===== src/rtl/coeff_frame_pkg.sv =====
// Shared definitions for the coefficient frame path: sync word, frame
// geometry, the unity-gain default frame and the assembler state encoding.
package coeff_frame_pkg;

  localparam int unsigned PAYLOAD_BYTES = 40;
  localparam int unsigned PAYLOAD_BITS  = 8 * PAYLOAD_BYTES;
  localparam int unsigned FRAME_BITS    = 16 + PAYLOAD_BITS;
  localparam int unsigned BYTE_IDX_W    = $clog2(PAYLOAD_BYTES);

  localparam logic [15:0] SYNC_WORD  = 16'hAA55;
  localparam logic [15:0] Q214_UNITY = 16'h4000;

  // One band: unity gain followed by four zero coefficients.
  localparam logic [79:0] UNITY_BAND = {Q214_UNITY, 64'h0};

  // Sync word, five zero ADC words, then three unity pass-through bands.
  localparam logic [FRAME_BITS-1:0] DEFAULT_FRAME =
    {SYNC_WORD, 80'h0, UNITY_BAND, UNITY_BAND, UNITY_BAND};

  localparam logic [BYTE_IDX_W-1:0] IDX_ONE  = BYTE_IDX_W'(1);
  localparam logic [BYTE_IDX_W-1:0] IDX_LAST = BYTE_IDX_W'(PAYLOAD_BYTES - 1);

  typedef enum logic [1:0] {
    HUNT_HI = 2'd0,
    SYNC_LO = 2'd1,
    COLLECT = 2'd2
  } asm_state_e;

  // Bit position of the LSB of payload byte idx; byte 0 sits at the MSB end.
  function automatic int unsigned payload_lsb(input logic [BYTE_IDX_W-1:0] idx);
    return PAYLOAD_BITS - 32'd8 - (32'd8 * int'(idx));
  endfunction

endpackage


===== src/rtl/coeff_frame_assembler_timer.sv =====
// Inter-byte idle timer: counts idle cycles while enabled, restarts on every
// kick, and flags expiry on the last allowed idle cycle without a kick.
module frame_idle_timer #(
  parameter int unsigned TIMEOUT_CYCLES = 48000
) (
  input  logic clk,
  input  logic reset,
  input  logic enable,
  input  logic kick,
  output logic expired
);

  localparam int unsigned CNT_W = (TIMEOUT_CYCLES > 1) ? $clog2(TIMEOUT_CYCLES) : 1;
  localparam logic [CNT_W-1:0] LAST_CNT = CNT_W'(TIMEOUT_CYCLES - 1);
  localparam logic [CNT_W-1:0] CNT_ONE  = CNT_W'(1);

  logic [CNT_W-1:0] idle_cnt_q;
  logic [CNT_W-1:0] idle_cnt_d;

  // Next count: clear when idle-tracking is off or a byte arrives, saturate at the limit.
  always_comb begin
    idle_cnt_d = idle_cnt_q;
    if (!enable || kick) begin
      idle_cnt_d = '0;
    end else if (idle_cnt_q != LAST_CNT) begin
      idle_cnt_d = idle_cnt_q + CNT_ONE;
    end else begin
      idle_cnt_d = idle_cnt_q;
    end
  end

  // Idle counter register.
  always_ff @(posedge clk) begin
    if (reset) begin
      idle_cnt_q <= '0;
    end else begin
      idle_cnt_q <= idle_cnt_d;
    end
  end

  assign expired = enable && !kick && (idle_cnt_q == LAST_CNT);

endmodule


===== src/rtl/coeff_frame_assembler.sv =====
// Hunts for the sync word in the SPI byte stream, gathers the payload into a
// shadow register and commits whole frames to a double-buffered output.
module coeff_frame_assembler
  import coeff_frame_pkg::*;
#(
  parameter int unsigned TIMEOUT_CYCLES = 48000
) (
  input  logic                  clk,
  input  logic                  reset,
  input  logic [7:0]            rx_byte,
  input  logic                  rx_valid,
  input  logic                  cs_abort,
  output logic [FRAME_BITS-1:0] frame_out,
  output logic                  frame_valid,
  output logic                  frame_err,
  output logic                  busy
);

  asm_state_e              state_q, state_d;
  logic [BYTE_IDX_W-1:0]   byte_idx_q, byte_idx_d;
  logic [PAYLOAD_BITS-1:0] shadow_q, shadow_d;
  logic [FRAME_BITS-1:0]   frame_q, frame_d;
  logic                    frame_valid_q, frame_valid_d;
  logic                    frame_err_q, frame_err_d;
  logic                    busy_q;
  logic                    timer_en_s;
  logic                    expired_s;

  assign timer_en_s = (state_q != HUNT_HI);

  frame_idle_timer #(
    .TIMEOUT_CYCLES(TIMEOUT_CYCLES)
  ) u_idle_timer (
    .clk    (clk),
    .reset  (reset),
    .enable (timer_en_s),
    .kick   (rx_valid),
    .expired(expired_s)
  );

  // Sync hunt, payload collection and commit decisions; abort outranks a byte, a byte outranks timeout.
  always_comb begin
    state_d       = state_q;
    byte_idx_d    = byte_idx_q;
    shadow_d      = shadow_q;
    frame_d       = frame_q;
    frame_valid_d = 1'b0;
    frame_err_d   = 1'b0;
    case (state_q)
      HUNT_HI: begin
        if (cs_abort) begin
          state_d = HUNT_HI;
        end else if (rx_valid && (rx_byte == SYNC_WORD[15:8])) begin
          state_d = SYNC_LO;
        end else begin
          state_d = HUNT_HI;
        end
      end
      SYNC_LO: begin
        if (cs_abort) begin
          state_d     = HUNT_HI;
          frame_err_d = 1'b1;
        end else if (rx_valid) begin
          if (rx_byte == SYNC_WORD[7:0]) begin
            state_d    = COLLECT;
            byte_idx_d = '0;
          end else if (rx_byte == SYNC_WORD[15:8]) begin
            state_d = SYNC_LO;
          end else begin
            state_d = HUNT_HI;
          end
        end else if (expired_s) begin
          state_d     = HUNT_HI;
          frame_err_d = 1'b1;
        end else begin
          state_d = SYNC_LO;
        end
      end
      COLLECT: begin
        if (cs_abort) begin
          state_d     = HUNT_HI;
          frame_err_d = 1'b1;
        end else if (rx_valid) begin
          shadow_d[payload_lsb(byte_idx_q) +: 8] = rx_byte;
          if (byte_idx_q == IDX_LAST) begin
            frame_d       = {SYNC_WORD, shadow_q[PAYLOAD_BITS-1:8], rx_byte};
            frame_valid_d = 1'b1;
            byte_idx_d    = '0;
            state_d       = HUNT_HI;
          end else begin
            byte_idx_d = byte_idx_q + IDX_ONE;
            state_d    = COLLECT;
          end
        end else if (expired_s) begin
          state_d     = HUNT_HI;
          frame_err_d = 1'b1;
        end else begin
          state_d = COLLECT;
        end
      end
      default: begin
        state_d = HUNT_HI;
      end
    endcase
  end

  // State, shadow and registered outputs; reset restores the unity default frame.
  always_ff @(posedge clk) begin
    if (reset) begin
      state_q       <= HUNT_HI;
      byte_idx_q    <= '0;
      shadow_q      <= '0;
      frame_q       <= DEFAULT_FRAME;
      frame_valid_q <= 1'b0;
      frame_err_q   <= 1'b0;
      busy_q        <= 1'b0;
    end else begin
      state_q       <= state_d;
      byte_idx_q    <= byte_idx_d;
      shadow_q      <= shadow_d;
      frame_q       <= frame_d;
      frame_valid_q <= frame_valid_d;
      frame_err_q   <= frame_err_d;
      busy_q        <= (state_d != HUNT_HI);
    end
  end

  assign frame_out   = frame_q;
  assign frame_valid = frame_valid_q;
  assign frame_err   = frame_err_q;
  assign busy        = busy_q;

endmodule


===== config.mk =====
export PLATFORM = sky130hd
export DESIGN_NAME = coeff_frame_assembler
export DESIGN_NICKNAME = d
export VERILOG_FILES = /design/src/rtl/coeff_frame_pkg.sv /design/src/rtl/coeff_frame_assembler_timer.sv /design/src/rtl/coeff_frame_assembler.sv
export SDC_FILE = /design/constraint.sdc
export NUM_CORES = 1
export LEC_CHECK = 0
export CAP_MARGIN = 20
export CORE_MARGIN = 8
export CORE_UTILIZATION = 59
export DETAILED_ROUTE_END_ITERATION = 8
export PLACE_DENSITY = 0.89
export SYNTH_ARGS = -nofsm -noshare
export SYNTH_HDL_FRONTEND = slang
export SYNTH_SLANG_ARGS = --single-unit

===== constraint.sdc =====
create_clock -name clk -period 9 [get_ports clk]
set_input_delay 0.9 -clock clk [delete_from_list [all_inputs] [get_ports clk]]
set_output_delay 0.9 -clock clk [all_outputs]
set_load 0.005 [all_outputs]

==> results of run 1 <==
-- cell families (layout without fill, tap and decap cells) --
| kind of cell | count (synthesis) | after routing |
|---|---|---|
| and+or+nand+nor | 1226 | 1226 |
| DFF | 659 | 659 |
| AOI/OAI and AO/OA | 505 | 505 |
| buffers and inverters | 263 | 489 |
| muxes | 240 | 240 |
| xor gates and xnor gates | 19 | 19 |
| adders and majority gates | 17 | 17 |
| other | 2 | 17 |
-- flip-flops by register name, summed over array words and instances, names as in the netlist --
register / cells
shadow_q: 312
state_q: 2
u_idle_timer.idle_cnt_q: 16
frame_out: 320
busy: 1
byte_idx_q: 6
frame_valid: 1
frame_err: 1
-- per-stage QoR --
| step | cells | instance area [sq um] | setup slack, ns | hold slack (ns) |
|---|---|---|---|---|
| after detailed placement | 3595 | 28400 | 4.23 | 0.441 |
| after floorplan | 2945 | 25200 | 5.39 | 0.427 |
| after CTS | 3707 | 30400 | 4.18 | 0.448 |
| after global routing | 3710 | 30500 | 3.64 | 0.456 |
| final | 3711 | 30500 | 4.07 | 0.449 |
| after global placement | 3595 | 28400 | 4.41 | 0.437 |
-- layout make-up --
type                       count  area (sq um)  area share, %
clock inverter                23           208          0.681
inverter                      12          52.6          0.172
sequential                   659         13200           43.3
tap                          539           674           2.21
multi-input combinational   2023         10900           35.9
timing repair buffer         365          3630           11.9
clock buffer                  89          1770           5.82
antenna                        1          2.50        0.00821
-- worst max-delay path: cells and delay by family, from the launching register on --
family,cells,cell delay [ns]
simple gates,5,2.80
compound gates,2,1.06
buf+inv,2,0.28
flops,1,0.43
fa+ha+maj,1,0.27
-- metal layers --
metal / GRT usage [%] / vias up / part of all wire (%)
met3: 6.15 / 231 / 8.8
met2: 47.3 / 1138 / 46
met4: 14.8 / 0 / 5.0
li1: - / 10100 / -
met1: 37.5 / 10600 / 40
met5: 0 / - / 0
-- synth_stat cells (6+ instances only) --
master | n | area [sq um]
o311ai_0 | 10 | 87.6
o21ai_0 | 6 | 30.0
mux2i_1 | 232 | 2320
nand3_1 | 89 | 445
nand2_1 | 971 | 3640
ha_1 | 17 | 213
o21ai_1 | 65 | 325
nand4_1 | 11 | 68.8
dfxtp_1 | 659 | 13200
nor2b_1 | 18 | 113
mux2_4 | 7 | 105
xor2_1 | 8 | 70.1
nor2_1 | 38 | 143
or3_1 | 24 | 150
inv_1 | 10 | 37.5
o211ai_1 | 67 | 503
a21oi_1 | 326 | 1630
xnor2_1 | 6 | 52.6
clkbuf_1 | 194 | 728
o31ai_1 | 18 | 135
buf_2 | 18 | 90.1
nor3_1 | 16 | 80.1
buf_4 | 33 | 248
and3_1 | 10 | 62.6
or2_0 | 8 | 50.1
-- power by group --
part,internal (uW),switching [uW]
logic,16.1,84.1
registers,2920,0.250
clock network,1450,1100
-- how the worst max path moves through the flow --
stage | to | start | cells past startpoint | slack [ns]
CTS | shadow_q[105]$_SDFFE_PP0P_ | byte_idx_q[3]$_SDFFE_PP0P_ | 10 | 4.18
floorplan | shadow_q[190]$_SDFFE_PP0P_ | byte_idx_q[1]$_SDFFE_PP0P_ | 13 | 5.39
global placement | shadow_q[119]$_SDFFE_PP0P_ | byte_idx_q[0]$_SDFFE_PP0P_ | 10 | 4.41
finish | shadow_q[105]$_SDFFE_PP0P_ | byte_idx_q[3]$_SDFFE_PP0P_ | 10 | 4.07
detailed placement | shadow_q[105]$_SDFFE_PP0P_ | byte_idx_q[3]$_SDFFE_PP0P_ | 10 | 4.23
global route | shadow_q[105]$_SDFFE_PP0P_ | byte_idx_q[3]$_SDFFE_PP0P_ | 10 | 3.64
==> impl_results.html, run 1 <==
<table>
<tr><th>Metric</th><th>Value</th></tr>
<tr><th colspan="2">Outcome</th></tr>
<tr><td>Status</td><td>finished clean</td></tr>
<tr><th colspan="2">Floorplan</th></tr>
<tr><td>Die outline area</td><td>0.0495 sq mm</td></tr>
<tr><td>Total number of placement rows</td><td>75</td></tr>
<tr><td>Starting utilization of the core area</td><td>approximately three fifths</td></tr>
<tr><td>IO Count</td><td>351</td></tr>
<tr><td>Area of the core</td><td>around 0.042 sq mm</td></tr>
<tr><td>Die H</td><td>approximately 220 microns</td></tr>
<tr><td>X dimension of the die</td><td>223 microns</td></tr>
<tr><th colspan="2">CTS</th></tr>
<tr><td>Clock edge transition at the registers on the reported setup and hold paths</td><td>roughly 0.07 ns</td></tr>
<tr><td>Number of buffers created by CTS</td><td>60</td></tr>
<tr><td>CTS resizes</td><td>0</td></tr>
<tr><td>Count of clock tree sinks</td><td>between 600 and 700</td></tr>
<tr><td>Clock root buffer master</td><td>clkbuf_16</td></tr>
<tr><td>Buffer depth of the longest clock path</td><td>3</td></tr>
<tr><td>Post-CTS Hold Fix Bufs</td><td>0</td></tr>
<tr><td>TritonCTS clock tree</td><td>yes</td></tr>
<tr><td>Clk_lat worst skew</td><td>0.63 ns</td></tr>
<tr><td>Count of H-tree levels built during CTS</td><td>2</td></tr>
<tr><td>Number of setup buffers added after CTS</td><td>0</td></tr>
<tr><th colspan="2">Hold path</th></tr>
<tr><td>Number of cells on the worst hold path</td><td>2</td></tr>
<tr><td>Worst Min Path Start</td><td>shadow_q[215]$_SDFFE_PP0P_</td></tr>
<tr><td>Worst Hold Path EP</td><td>frame_out[215]$_SDFFE_PP0P_</td></tr>
<tr><td>Kind of path behind the tightest hold check</td><td>reg -&gt; reg</td></tr>
<tr><th colspan="2">Timing</th></tr>
<tr><td>Transition time of the tightest slew-check pin</td><td>between 1 and 1.5 ns</td></tr>
<tr><td>Post-route clock skew</td><td>around 0.025 ns</td></tr>
<tr><td># setup viols final</td><td>0</td></tr>
<tr><td>F_max</td><td>approximately 0.2 GHz</td></tr>
<tr><td>Final period util</td><td>between 50 and 60%</td></tr>
<tr><td>Total Neg Setup Slack</td><td>0 ns</td></tr>
<tr><td>Remaining max-slew budget at the tightest pin</td><td>14.3%</td></tr>
<tr><td>Fin. max-slew vios</td><td>0</td></tr>
<tr><td>Unrepaired setup endpoints after global routing</td><td>false</td></tr>
<tr><td>Final min period</td><td>a little under 5 ns</td></tr>
<tr><td>Hold Fails Final Rpt</td><td>0</td></tr>
<tr><th colspan="2">Final layout</th></tr>
<tr><td>Final design utilization</td><td>between 70% and 80%</td></tr>
<tr><td>Highest-count cells in the layout ignoring fill and taps</td><td>nand2_1, dfxtp_1, clkdlybuf4s50_1</td></tr>
<tr><td>P&amp;R area growth vs syn</td><td>21.1%</td></tr>
<tr><td>Filler cell count in the final layout</td><td>2,976</td></tr>
<tr><td>Final net count</td><td>3,150</td></tr>
<tr><td>Most frequent standard cell in the layout excluding fill and tap cells</td><td>nand2_1</td></tr>
<tr><td>Fraction of final layout cells with drive strength greater than 1</td><td>between 5 and 6%</td></tr>
<tr><th colspan="2">Power and ir drop</th></tr>
<tr><td>Leakage power</td><td>~0.011 uW</td></tr>
<tr><td>Overall Power</td><td>around 5600 uW</td></tr>
<tr><td>Power density relative to cell area</td><td>around 180 mW/mm^2</td></tr>
<tr><td>Maximum vdd drop</td><td>roughly 0.12 mV</td></tr>
<tr><th colspan="2">Logic synthesis</th></tr>
<tr><td>Flip-flop cell with the highest count after synthesis</td><td>dfxtp_1</td></tr>
<tr><td>Count of state elements after synthesis</td><td>around 660</td></tr>
<tr><td>Number of enable flip-flop cells after synthesis</td><td>0</td></tr>
<tr><td>Mapped Cells</td><td>just under 3k</td></tr>
<tr><td>Dominant combinational cell family by area after synthesis</td><td>simple AND/OR/NAND/NOR gates</td></tr>
<tr><td>Synthesized area per cell</td><td>~8.6 sq um</td></tr>
<tr><td>Post-synthesis compound-gate area fraction</td><td>between 10% and 20%</td></tr>
<tr><td>Number of distinct library cells after synthesis</td><td>64</td></tr>
<tr><td>Count of warnings emitted by yosys</td><td>0</td></tr>
<tr><td>Post-synth ARST share</td><td>0%</td></tr>
<tr><td>Share of synthesized area occupied by flip-flops and latches</td><td>a little over half</td></tr>
<tr><td>Simple-gate area share of the yosys netlist</td><td>between 20 and 25%</td></tr>
<tr><td>Synth Cell Area</td><td>approximately 0.025 sq mm</td></tr>
<tr><td>Xor/xnor share of the synthesized area</td><td>less than 1%</td></tr>
<tr><td>Adder and majority cell fraction of the synthesized area</td><td>less than 1%</td></tr>
<tr><td>Mux contribution to synthesized area</td><td>approximately a tenth</td></tr>
<tr><th colspan="2">Setup path</th></tr>
<tr><td>Data required time at the worst endpoint</td><td>between 9 and 10 ns</td></tr>
<tr><td>Reg-to-reg endpoint</td><td>shadow_q[105]$_SDFFE_PP0P_</td></tr>
<tr><td>Critical path class</td><td>reg -&gt; reg</td></tr>
<tr><td>Sequence of cells on the critical path</td><td>o21ai_1 &gt; inv_1 &gt; nor3_1 &gt; inv_1 &gt; ha_1 &gt; nand4bb_1 &gt; nor3_1 &gt; nand3_1 &gt; or2_0 &gt; o31ai_1</td></tr>
<tr><td>Largest stage delay on the critical path</td><td>0.82 ns</td></tr>
<tr><td>Critical path fanouts, max</td><td>18</td></tr>
<tr><td>Launching element type of the critical path</td><td>register</td></tr>
<tr><td>Critical path arrival</td><td>5.47 ns</td></tr>
<tr><td>CP Capture Type</td><td>register</td></tr>
<tr><td>Register-to-register setup slack</td><td>a little over 4 ns</td></tr>
<tr><td>Cell type of the slowest stage on the worst timing path</td><td>nand3_1</td></tr>
<tr><td>Launch point of the worst reg-to-reg path</td><td>byte_idx_q[3]$_SDFFE_PP0P_</td></tr>
<tr><td>Reg2Reg Depth</td><td>10</td></tr>
<tr><th colspan="2">Route</th></tr>
<tr><td>Average vias per placed instance</td><td>~6</td></tr>
<tr><td>Routed wirelength normalized by instance count</td><td>a little over 20 microns</td></tr>
<tr><td>Pre-Repair DR Iteration Count</td><td>6</td></tr>
<tr><td>Violation count after the first detailed-route iteration</td><td>between 2k and 3k</td></tr>
<tr><td>Antenna Violating Nets Remaining</td><td>0</td></tr>
<tr><td>Final wirelength</td><td>77,100 microns</td></tr>
<tr><td>Residual DRC count</td><td>0</td></tr>
<tr><td>Vias after detailed routing</td><td>between 20k and 25k</td></tr>
<tr><th colspan="2">Place</th></tr>
<tr><td>Quantity of I/O buffers inserted on ports</td><td>~330</td></tr>
<tr><td>Routability cong.</td><td>~0.91</td></tr>
<tr><td>Detail Placement HPWL</td><td>52,000 microns</td></tr>
<tr><th colspan="2">GRT</th></tr>
<tr><td>Via count of the first global-routing pass</td><td>approximately 22k</td></tr>
<tr><td>Largest net degree at the start of global routing</td><td>178</td></tr>
<tr><td>Global-route wire length before repair</td><td>between 100,000 and 150,000 microns</td></tr>
<tr><td>Leftover overflow at the end of global routing</td><td>0</td></tr>
<tr><td>Initial antenna violation count</td><td>0</td></tr>
<tr><td>GRT Overall Usage</td><td>around 30%</td></tr>
<tr><th colspan="2">Run</th></tr>
<tr><td>Max-cap check violation count</td><td>0</td></tr>
</table>
Note: power is estimated with default switching activity, not from simulation.
==> run 2: changes to the inputs <==
--- a/config.mk
+++ b/config.mk
@@ -7,9 +7,9 @@
 export LEC_CHECK = 0
 export CAP_MARGIN = 20
 export CORE_MARGIN = 8
-export CORE_UTILIZATION = 59
+export CORE_UTILIZATION = 55
 export DETAILED_ROUTE_END_ITERATION = 8
-export PLACE_DENSITY = 0.89
+export PLACE_DENSITY = 0.84
 export SYNTH_ARGS = -nofsm -noshare
 export SYNTH_HDL_FRONTEND = slang
 export SYNTH_SLANG_ARGS = --single-unit
==> constraint.sdc (replaced) <==
create_clock -name clk -period 5 [get_ports clk]
set_input_delay 0.5 -clock clk [delete_from_list [all_inputs] [get_ports clk]]
set_output_delay 0.5 -clock clk [all_outputs]
set_load 0.005 [all_outputs]
==> run 2 against run 1 <==
Clock skew down 0.00079 ns. Worst hold slack worse by 0.041 ns. Critical path type unchanged. Non-clock buffer count up 14. Combinational power up 79%. Critical path depth unchanged. Worst setup slack worse by 3.6 ns.
==> impl_results.html, run 2 (synthesis results as in run 1) <==
<table>
<tr><th>Metric</th><th>Value</th></tr>
<tr><th colspan="2">Power and ir drop</th></tr>
<tr><td>Overall Power</td><td>10,400 uW (+88%)</td></tr>
<tr><td>Power density relative to cell area</td><td>338 mW/mm^2 (+85%)</td></tr>
<tr><td>Leakage power</td><td>0.0115 uW (+1.5%)</td></tr>
<tr><td>Maximum vdd drop</td><td>0.236 mV (+93%)</td></tr>
<tr><th colspan="2">GRT</th></tr>
<tr><td>Largest net degree at the start of global routing</td><td>190 (+6.7%)</td></tr>
<tr><td>Via count of the first global-routing pass</td><td>21.6k (+0.63%)</td></tr>
<tr><td>Global-route wire length before repair</td><td>121,000 microns (+1.0%)</td></tr>
<tr><td>Initial antenna violation count</td><td>1 (+1)</td></tr>
<tr><td>Leftover overflow at the end of global routing</td><td>0 (unchanged)</td></tr>
<tr><td>GRT Overall Usage</td><td>27.9% (-1.6 points)</td></tr>
<tr><th colspan="2">Final layout</th></tr>
<tr><td>Highest-count cells in the layout ignoring fill and taps</td><td>nand2_1, dfxtp_1, clkdlybuf4s50_1</td></tr>
<tr><td>Most frequent standard cell in the layout excluding fill and tap cells</td><td>nand2_1</td></tr>
<tr><td>P&amp;R area growth vs syn</td><td>22.7%</td></tr>
<tr><td>Area taken by multi-input logic gates</td><td>0.0109 sq mm (unchanged)</td></tr>
<tr><td>Final design utilization</td><td>68.2% (-4.3 points)</td></tr>
<tr><td>Fraction of final layout cells with drive strength greater than 1</td><td>5.83% (+0.66 points)</td></tr>
<tr><td>Flip-flop count of the largest register, all copies and words added</td><td>320 (unchanged)</td></tr>
<tr><td>Final net count</td><td>3,171 (+0.67%)</td></tr>
<tr><td>Number of antenna diodes</td><td>0 (-1)</td></tr>
<tr><td>Filler cell count in the final layout</td><td>3,467 (+16%)</td></tr>
<tr><td>Footprint of the flip-flops and latches</td><td>0.0132 sq mm (unchanged)</td></tr>
<tr><td>Final non-filler cell total</td><td>3,789 (+2.1%)</td></tr>
<tr><th colspan="2">CTS</th></tr>
<tr><td>Clock root buffer master</td><td>clkbuf_16</td></tr>
<tr><td>Clk_lat worst skew</td><td>0.60 ns (-0.03 ns)</td></tr>
<tr><td>Count of clock tree sinks</td><td>659 (unchanged)</td></tr>
<tr><td>Clock edge transition at the registers on the reported setup and hold paths</td><td>0.06 ns (about the same)</td></tr>
<tr><td>Number of buffers created by CTS</td><td>67 (+12%)</td></tr>
<tr><td>Count of H-tree levels built during CTS</td><td>3 (+1)</td></tr>
<tr><td>Buffer depth of the longest clock path</td><td>3 (unchanged)</td></tr>
<tr><td>TritonCTS clock tree</td><td>yes</td></tr>
<tr><td>Post-CTS Hold Fix Bufs</td><td>0 (unchanged)</td></tr>
<tr><td>CTS resizes</td><td>0 (unchanged)</td></tr>
<tr><td>Number of setup buffers added after CTS</td><td>0 (unchanged)</td></tr>
<tr><th colspan="2">Route</th></tr>
<tr><td>Average vias per placed instance</td><td>5.83 (-2.2%)</td></tr>
<tr><td>Pre-Repair DR Iteration Count</td><td>6 (unchanged)</td></tr>
<tr><td>Violation count after the first detailed-route iteration</td><td>2,290 (-13%)</td></tr>
<tr><td>Final wirelength</td><td>77,800 microns (+0.94%)</td></tr>
<tr><td>Residual DRC count</td><td>0 (unchanged)</td></tr>
<tr><td>Vias after detailed routing</td><td>22.1k (-0.13%)</td></tr>
<tr><td>Routed wirelength normalized by instance count</td><td>20.5 microns (-1.1%)</td></tr>
<tr><td>Antenna Violating Nets Remaining</td><td>0 (unchanged)</td></tr>
<tr><th colspan="2">Run</th></tr>
<tr><td>Max-cap check violation count</td><td>0 (unchanged)</td></tr>
<tr><th colspan="2">Floorplan</th></tr>
<tr><td>IO Count</td><td>351 (unchanged)</td></tr>
<tr><td>Die H</td><td>230 microns (+3.3%)</td></tr>
<tr><td>Starting utilization of the core area</td><td>55.6% (-4.3 points)</td></tr>
<tr><td>Die outline area</td><td>0.0528 sq mm (+6.7%)</td></tr>
<tr><td>Total number of placement rows</td><td>78 (+4.0%)</td></tr>
<tr><td>Area of the core</td><td>0.0453 sq mm (+7.7%)</td></tr>
<tr><td>X dimension of the die</td><td>230 microns (+3.3%)</td></tr>
<tr><th colspan="2">Timing</th></tr>
<tr><td>Fin. max-slew vios</td><td>0 (unchanged)</td></tr>
<tr><td>Final period util</td><td>90.4% (+36 points)</td></tr>
<tr><td>Post-route clock skew</td><td>0.0241 ns (-0.000795 ns)</td></tr>
<tr><td>Remaining max-slew budget at the tightest pin</td><td>37.8% (+24 points)</td></tr>
<tr><td>Final min period</td><td>4.52 ns (-0.413 ns)</td></tr>
<tr><td>Worst hold slack after final layout</td><td>0.407 ns (-0.0414 ns)</td></tr>
<tr><td>F_max</td><td>0.221 GHz (+9.1%)</td></tr>
<tr><td>Hold Fails Final Rpt</td><td>0 (unchanged)</td></tr>
<tr><td>Unrepaired setup endpoints after global routing</td><td>false</td></tr>
<tr><td>Total Neg Setup Slack</td><td>0 ns (unchanged)</td></tr>
<tr><td># setup viols final</td><td>0 (unchanged)</td></tr>
<tr><td>Transition time of the tightest slew-check pin</td><td>0.928 ns (-0.356 ns)</td></tr>
<tr><th colspan="2">Setup path</th></tr>
<tr><td>Critical path class</td><td>reg -&gt; reg</td></tr>
<tr><td>Critical path fanouts, max</td><td>14 (-4)</td></tr>
<tr><td>Launch point of the worst reg-to-reg path</td><td>byte_idx_q[0]$_SDFFE_PP0P_</td></tr>
<tr><td>Worst setup path startpoint</td><td>byte_idx_q[0]$_SDFFE_PP0P_</td></tr>
<tr><td>CP Capture Type</td><td>register</td></tr>
<tr><td>Data required time at the worst endpoint</td><td>5.48 ns (-4.05 ns)</td></tr>
<tr><td>Critical path arrival</td><td>5.00 ns (-0.47 ns)</td></tr>
<tr><td>Launching element type of the critical path</td><td>register</td></tr>
<tr><th colspan="2">Outcome</th></tr>
<tr><td>Status</td><td>finished clean</td></tr>
<tr><th colspan="2">Place</th></tr>
<tr><td>Instance count after placement with tap cells included</td><td>3,673 (+2.2%)</td></tr>
<tr><td>Routability cong.</td><td>0.871 (-4.8%)</td></tr>
<tr><td>Detail Placement HPWL</td><td>53,000 microns (+1.9%)</td></tr>
<tr><td>Quantity of I/O buffers inserted on ports</td><td>334 (unchanged)</td></tr>
<tr><th colspan="2">Hold path</th></tr>
<tr><td>Kind of path behind the tightest hold check</td><td>in -&gt; reg</td></tr>
<tr><td>Worst Min Path Start</td><td>reset</td></tr>
</table>
## run 2: cell count changes in the layout (fill, tap and decap cells not counted), moves of 2 or more
cell	delta
clkinv_2	-6
buf_4	+11
inv_6	+3
buf_16	-2
clkbuf_16	+7
clkbuf_1	-4
buf_12	+3
## run 2: layout make-up
class | count | area share [%]
clock buffers | 93 | 6.30
clock inverters | 23 | 0.839
inverters | 12 | 0.170
multi-input cells | 2023 | 35.4
flip-flops and latches | 659 | 42.7
well taps | 600 | 2.43
repair buffers | 379 | 12.1
## run 2: worst paths after layout
check                                             endpoint  slack (ns)  depth (start not counted)
worst min-delay path             frame_out[6]$_SDFFE_PP0P_        0.41                          2
worst max-delay path             shadow_q[18]$_SDFFE_PP0P_        0.48                         10
worst min register to register  frame_out[55]$_SDFFE_PP0P_        0.45                          2
worst max register to register   shadow_q[18]$_SDFFE_PP0P_        0.48                         10
## run 2: worst max-delay path, stage by stage, from the launching register on
cell and delay [ns]:
dfxtp_1 0.70, ha_1 0.45, and3b_1 0.36, nor3b_1 0.49
nand2_1 0.11, ha_1 0.31, or2_2 0.34, nor3_2 0.34
nand4_1 0.36, or3_1 0.63, o31ai_1 0.31
## run 2: power by group
group	total [uW]	leakage, uW	switching, uW	internal (uW)
clock network	5010	0.00109	2070	2940
logic	179	0.00515	150	28.3
registers	5250	0.00530	0.449	5250
## run 2: through the flow
stage	instance area (sq um)	worst slack [ns]
2_1_floorplan	25200	1.39
3_3_place_gp	28700	0.740
3_5_place_dp	28700	0.587
4_1_cts	30900	0.567
5_1_grt	30900	0.218
6_report	30900	0.480
## run 2: per-layer routing
metal / track usage [%] / vias up / share of wire [%]
met4: 11.0 / 0 / 3.6
met5: 0 / - / 0
met2: 46.0 / 1036 / 47
li1: - / 10200 / -
met3: 6.13 / 203 / 8.6
met1: 35.4 / 10700 / 41
